`src/rtl/rc4_prga.sv`:
```
`default_nettype none
// ============================================================================
// Module      : rc4_prga
// Description : RC4 pseudo-random generation stage. After the key-scheduling
//               stage has filled the 256x8 S-box, each accepted input byte
//               costs one PRGA step: i/j update, swap of S[i] and S[j], read
//               of S[S[i]+S[j]] and XOR of that keystream byte with the input.
//
// Ports       : clk        - system clock, rising edge
//               rst        - synchronous active-high reset
//               start      - S-box ready pulse, honoured only in IDLE
//               clear      - synchronous abort, same effect as rst
//               din        - input byte (plaintext or ciphertext)
//               din_valid  - din is valid
//               din_ready  - din is accepted this cycle (WAIT_IN only)
//               dout       - din XOR keystream byte
//               dout_valid - dout is valid
//               dout_ready - downstream accepts dout
//               s_addr     - S-box address
//               s_wdata    - S-box write data
//               s_wen      - S-box write enable (read when low)
//               s_rdata    - S-box read data, one cycle after s_addr
//               busy       - high whenever the state is not IDLE
//
// Revision    : 1.0 - initial release
// ============================================================================
module rc4_prga (
    input  logic       clk,
    input  logic       rst,
    input  logic       start,
    input  logic       clear,
    input  logic [7:0] din,
    input  logic       din_valid,
    output logic       din_ready,
    output logic [7:0] dout,
    output logic       dout_valid,
    input  logic       dout_ready,
    output logic [7:0] s_addr,
    output logic [7:0] s_wdata,
    output logic       s_wen,
    input  logic [7:0] s_rdata,
    output logic       busy
);

    localparam logic [3:0] c_IDLE    = 4'd0;
    localparam logic [3:0] c_WAIT_IN = 4'd1;
    localparam logic [3:0] c_RD_A    = 4'd2;
    localparam logic [3:0] c_ISSUE_J = 4'd3;
    localparam logic [3:0] c_RD_B    = 4'd4;
    localparam logic [3:0] c_WR_I    = 4'd5;
    localparam logic [3:0] c_WR_J    = 4'd6;
    localparam logic [3:0] c_ISSUE_K = 4'd7;
    localparam logic [3:0] c_RD_K    = 4'd8;
    localparam logic [3:0] c_OUT     = 4'd9;

    logic [3:0] r_state;
    logic [7:0] r_i;
    logic [7:0] r_j;
    logic [7:0] r_a;        // S[i] captured before the swap
    logic [7:0] r_b;        // S[j] captured before the swap
    logic [7:0] r_byte;     // accepted input byte
    logic [7:0] r_dout;
    logic       r_dout_valid;

    // ------------------------------------------------------------------------
    // Control and datapath registers
    // ------------------------------------------------------------------------
    always_ff @(posedge clk) begin
        if (rst || clear) begin
            // A swap in flight is simply dropped; the S-box must be rebuilt
            // by the key schedule before the next start.
            r_state      <= c_IDLE;
            r_i          <= 8'd0;
            r_j          <= 8'd0;
            r_a          <= 8'd0;
            r_b          <= 8'd0;
            r_byte       <= 8'd0;
            r_dout       <= 8'd0;
            r_dout_valid <= 1'b0;
        end else begin
            case (r_state)
                c_IDLE: begin
                    if (start) begin
                        r_i     <= 8'd0;
                        r_j     <= 8'd0;
                        r_state <= c_WAIT_IN;
                    end
                end
                c_WAIT_IN: begin
                    if (din_valid) begin
                        r_byte  <= din;
                        r_i     <= r_i + 8'd1;
                        r_state <= c_RD_A;
                    end
                end
                c_RD_A: begin
                    r_a     <= s_rdata;
                    r_j     <= r_j + s_rdata;
                    r_state <= c_ISSUE_J;
                end
                c_ISSUE_J: begin
                    r_state <= c_RD_B;
                end
                c_RD_B: begin
                    r_b     <= s_rdata;
                    r_state <= c_WR_I;
                end
                c_WR_I: begin
                    r_state <= c_WR_J;
                end
                c_WR_J: begin
                    r_state <= c_ISSUE_K;
                end
                c_ISSUE_K: begin
                    r_state <= c_RD_K;
                end
                c_RD_K: begin
                    // dout_valid is set by the eighth rising edge counting
                    // the din accept edge itself.
                    r_dout       <= r_byte ^ s_rdata;
                    r_dout_valid <= 1'b1;
                    r_state      <= c_OUT;
                end
                c_OUT: begin
                    if (dout_ready) begin
                        r_dout_valid <= 1'b0;
                        r_state      <= c_WAIT_IN;
                    end
                end
                default: begin
                    r_state <= c_IDLE;
                end
            endcase
        end
    end

    // ------------------------------------------------------------------------
    // S-box port, decoded from registered state only so it is stable at the
    // clock edge. In WAIT_IN the read of S[i+1] is issued speculatively every
    // cycle; it is harmless when no byte arrives.
    // Both swap writes land before ISSUE_K, so the keystream read always sees
    // the post-swap S-box, including the i==j and a+b in {i,j} cases.
    // ------------------------------------------------------------------------
    always_comb begin
        s_addr  = 8'd0;
        s_wdata = 8'd0;
        s_wen   = 1'b0;
        case (r_state)
            c_WAIT_IN: begin
                s_addr = r_i + 8'd1;
            end
            c_ISSUE_J: begin
                s_addr = r_j;
            end
            c_WR_I: begin
                s_addr  = r_i;
                s_wdata = r_b;
                s_wen   = 1'b1;
            end
            c_WR_J: begin
                s_addr  = r_j;
                s_wdata = r_a;
                s_wen   = 1'b1;
            end
            c_ISSUE_K: begin
                s_addr = r_a + r_b;
            end
            default: begin
                s_addr  = 8'd0;
                s_wdata = 8'd0;
                s_wen   = 1'b0;
            end
        endcase
    end

    assign din_ready  = (r_state == c_WAIT_IN);
    assign busy       = (r_state != c_IDLE);
    assign dout       = r_dout;
    assign dout_valid = r_dout_valid;

endmodule
`default_nettype wire

```
`config.mk`:
```
export PLATFORM = sky130hd
export DESIGN_NAME = rc4_prga
export DESIGN_NICKNAME = d
export VERILOG_FILES = /design/src/rtl/rc4_prga.sv
export SDC_FILE = /design/constraint.sdc
export NUM_CORES = 1
export LEC_CHECK = 0
export ABC_AREA = 1
export BUFFER_PORTS_ARGS = -buffer_cell sky130_fd_sc_hd__clkbuf_2
export CORE_ASPECT_RATIO = 0.6
export CORE_MARGIN = 5
export CORE_UTILIZATION = 40
export DETAILED_ROUTE_END_ITERATION = 16
export HOLD_SLACK_MARGIN = 0.08
export SLEW_MARGIN = 20
export SYNTH_ARGS = -nofsm -noshare
export SYNTH_HDL_FRONTEND = slang
export SYNTH_SLANG_ARGS = --single-unit
```
`constraint.sdc`:
```
create_clock -name clk -period 1.43 [get_ports clk]
set_input_delay 0.0715 -clock clk [delete_from_list [all_inputs] [get_ports clk]]
set_output_delay 0.0715 -clock clk [all_outputs]
set_load 0.005 [all_outputs]
```
* Word level (Yosys, flattened, before mapping) *
Index checks and enable logic that the tools add are counted.

word-level totals
  register bits after elaboration = 53
  logic and storage cells = 50
  output and inout bits = 28

operators by class
  reduce and logical (&&, ||, !) cells = 13
  eq/ne operators = 12
  bitwise operators = 1
  add/subtract/negate cells = 3
  mux-type cells = 13

operators with widths
  operator               number
  $pmux W8 S2            3
  $pmux W4 S10           1
  $pmux W8 S4            1
  $add A8 B8 Y8          2
  $eq A4 B3 Y1 const B   4
  $mux W8                2
  $mux W4                3
  $add A8 B1 Y8 const B  1
  $eq A4 B2 Y1 const B   2
  $eq A4 B4 Y1 const B   2
  $xor A8 B8 Y8          1
  $ne A2 B2 Y1 const B   3
  $reduce_and A2 Y1      3
  $reduce_and A3 Y1      2
  $reduce_bool A2 Y1     3
  $eq A4 B1 Y1 const B   1
  $logic_not A4 Y1       1
  $reduce_bool A4 Y1     1
  $reduce_or A2 Y1       2
  $mux W1                2
  $pmux W1 S2            1
  $logic_or A1 B1 Y1     1

* Depth between registers and ports, before layout *
  depth after elaboration = 3
  gate-level depth with buffers = 11
  mapped depth without buffers = 11

* Worst setup path before layout *
Ideal clock, no wire load.

  kind = reg2out
  from = reg r_a[0]
  to = out s_addr[6]
  data required time = 1.359 ns
  data arrival time = 1.475 ns
  slack = -0.117 ns
  cell stages (with the launch flop) = 11
  path through = dfxtp_1 > ha_1 > inv_1 > fa_1 > o21ai_0 > nand2_1 > nand2_1 > nand2_1 > nand3_1 > nand3_1 > nand2_1

between the ends
  longest elaborated chain between the ends = 2

ends and longest elaborated chain
  item                      line  RTL
  start: declaration        59    logic [7:0] r_a;
  start signal: assignment  97    r_a <= s_rdata;
  $add A8 B8 Y8             166   s_addr = r_a + r_b;
  $pmux W8 S4               148   case (r_state)
  end: declaration          38    output logic [7:0] s_addr,

No other way between the ends.

* Worst setup path after layout *
  from = reg r_b[0]
  to = out s_addr[6]

between the ends
  longest elaborated chain between the ends = 2

ends and longest elaborated chain
  item                      line  RTL
  start: declaration        60    logic [7:0] r_b;
  start signal: assignment  105   r_b <= s_rdata;
  $add A8 B8 Y8             166
  $pmux W8 S4               148

No other way between the ends.

==> results.toml <==
[outcome]
status = "finished with violations"
violations = "negative setup slack"

[clock_tree]
clk_pin_slew_ps = 80
numClockSinks = 53
ctsHtreeMaxLevel = 2
cts_made_buffers = 5
ctsRootBufferMaster = "clkbuf_16"
clock_path_buffers = 2
clkLatencyLatePin_ps = 300
tritoncts = "done"

[run]
drv_cap = 0

[final_layout]
multiInputGateArea_sq_um = 2155
nets = 604
ff_latch_area_sq_um = 1087
fillCellCount = 653
fin_area_sq_um = 4691
area_delta_synth_final_pct = 52.03
antennaDiodeCount = 0
drive_gt1_share_pct = 41.52
fin_util_pct = 63.50
finalNonFillerCells = 670

[floorplan]
row_count = 24
core-area_sq_um = 7387
initial_core_util_pct = 41.77
ios = 50
dieHeight_um = 78.03
die_w_um = 123.4
die_area_sq_um = 9628

[yosys]
synth.area.top_cells = "dfxtp_1 34%, nand2_1 11%, a21oi_1 7.9%, o21ai_0 6.8%, ha_1 6.1%"
synthSimpleGateAreaFrac_pct = 27.01
yosysSeqAreaShare_pct = 34.39
ys_ff_latch = 53
synth_edf_count = 0
synth_fp_nets = 474
synth.top_cell.area_share_pct = 34.39
synth_xor_area_share_pct = 3.690
synth.area.mux_share_pct = 0
synth_area_leader_cell = "dfxtp_1"
synth_compound_area_share_pct = 19.83
synth_commonest_cells = "89 x nand2_1, 53 x dfxtp_1, 49 x a21oi_1"
synth_top_family_by_area = "simple AND/OR/NAND/NOR gates"
netlist_area_sq_um = 3085
synthFlopType = "dfxtp_1"
synthAdderAreaFrac_pct = 7.380
yosys.cell_count.top_type = "nand2_1"
syn_avg_cell_area_sq_um = 7.093
synth_cells = 435
ys_warn_count = 0
synth_cell_type_count = 37
synthArstFlopShare_pct = 0

[setup_path]
ff2ff_setup_slack_ps = -40
path_delay_family = "adder cells"
critPathLaunchType = "flip-flop"
arrival_ps = 1860
cp_max_fo = 3
ff2ff_path_depth = 7
cp_num_buf_inv = 2
r2r-start = "r_j[0]$_SDFFE_PP0P_"
critPathKind = "reg2out"
cp-endpoint = "s_addr[6]"
cp.depth = 12
endpoint_kind = "output port"
critical_path.cell_chain = "ha_4 > inv_2 > fa_2 > o21ai_2 > nand2_1 > nand2_2 > nand2_1 > nand2_1 > nand2_1 > nand3_1 > nand2_1 > clkbuf_2"
r2r-end = "r_j[4]$_SDFFE_PP0P_"
critPathMaxStageDelay_ps = 360
crit_path_frequent_cell = "nand2_1"
critPathLaunch = "r_b[0]$_SDFFE_PP0P_"
required_ps = 1360
critPathSlowestCell = "dfxtp_2"

[drt]
firstDrtPassIters = 5
drc = 0
drt_iter0_markers = 297
drt.antenna.violating_nets = 0
routed_via_density = 5.224
vias = 3500
drt-wirelength-per-cell_um = 16.14
totalWireLength_um = 10820

[power_and_ir_drop]
finalPower_mw = 3.374
p_leak_nw = 2.071
cellPowerDensity_nw_per_um2 = 719.2
vdd_drop_max_uv = 496.4

[worst_hold_path]
worstHoldStart = "dout_ready"
worstHoldPathType = "in2reg"

[sta]
slew_violations = 0
relSlewSlack_pct = 64.26
period_share_pct = 135.1
hold_viol = 0
rsz0062_at_grt = "true"
clock_skew_ps = 6.111
fmax_mhz = 517.5
finalSetupViolCount = 17
worst_slew_pin_slew_ps = 535.5
fin_crit_ps = 1932
fin_tns_setup_ps = -3374
finalWorstSetupSlack_ps = -502.2

[place]
dpl.hpwl_um = 7804
port_buffers = 49
place_area_sq_um = 3918
gp_congestion = 0.8934
place_inst = 642

[global_route]
grt_pass1_vias = 3165
grt_max_degree = 19
overflow = 0
antenna_found_initial = 0
grt_usage_pct = 21.84
grt_pass1_wl_um = 16390
tightest hold or removal path, stage by stage:
cell      delay (ps)
clkbuf_2          70
inv_1             40
nand4_1          100
a31oi_1           70
cell families (layout without fill, tap and decap cells):
kind of cell    after synthesis  after routing
simple gates                188            189
flops                        53             53
fa+ha+maj                    17             17
buf+inv                      56            186
compound gates              108            108
xor+xnor                     13             13
what timing repair did:
item / CTS / global route
endpoints found under the hold margin: 8 / 0
pin swaps: 27 / 25
cloned: 0 / 1
setup buffers: 5 / 10
hold buffers: 8 / 0
gates resized for setup: 64 / 59
endpoints found under the setup margin: 38 / 41
where the power goes:
part / leakage, nW / switching (mW) / internal (mW)
clock network: 0.0848 / 0.617 / 0.841
registers: 0.437 / 0.0195 / 1.49
logic: 1.55 / 0.231 / 0.176
metrics by stage:
stage                     hold WS (ps)  worst slack [ps]
after floorplan                  206.3            -9.878
after global placement           329.4            -164.1
after detailed placement         330.6            -185.4
after CTS                        96.94            -492.6
after global routing             128.7            -610.4
final                            101.5            -502.2
layout make-up:
| cell class | count | share of cell area (%) |
|---|---|---|
| clock buffer | 5 | 2.667 |
| clock inverter | 3 | 1.014 |
| inverter | 44 | 3.734 |
| multi-input combinational | 327 | 45.93 |
| sequential | 53 | 23.18 |
| tap | 104 | 2.774 |
| timing repair buffer | 134 | 20.70 |
worst min path at each step:
stage,cells after the start,slack (ps),to
4_1_cts,4,100,r_state[3]$_SDFFE_PP0P_
3_3_place_gp,3,330,r_byte[2]$_SDFFE_PP0P_
3_5_place_dp,3,330,r_byte[1]$_SDFFE_PP0P_
6_report,4,100,r_state[3]$_SDFFE_PP0P_
5_1_grt,3,130,r_b[5]$_SDFFE_PP0P_
2_1_floorplan,2,210,r_b[0]$_SDFFE_PP0P_
flip-flops by register name, indices dropped and copies added (netlist names):
| name | count |
|---|---|
| r_state | 4 |
| r_i | 8 |
| r_byte | 8 |
| r_a | 8 |
| r_j | 8 |
| r_b | 8 |
| dout_valid | 1 |
| dout | 8 |
cells in the final DEF (no fill, tap or decap), drive strengths merged, types with 2 or more instances in the layout:
master	n
xnor2	11
a32o	7
buf	82
nand3	32
clkbuf	49
or2	2
inv	46
a31oi	2
fa	2
nand4	4
dlygate4sd3	8
xor2	2
o21ai	44
dfxtp	53
ha	15
nor2	52
nand2	97
a21oi	50
metal layers:
metal	vias to the layer above	wire [um]	share of wire, %	global-route usage (%)
li1	1717	-	-	-
met1	1648	5313	49	33.91
met2	121	4605	43	31.33
met3	14	804	7.4	4.670
met4	0	93	0.86	3.315
met5	-	0	0	0
Power figures use the tool's default switching activity.
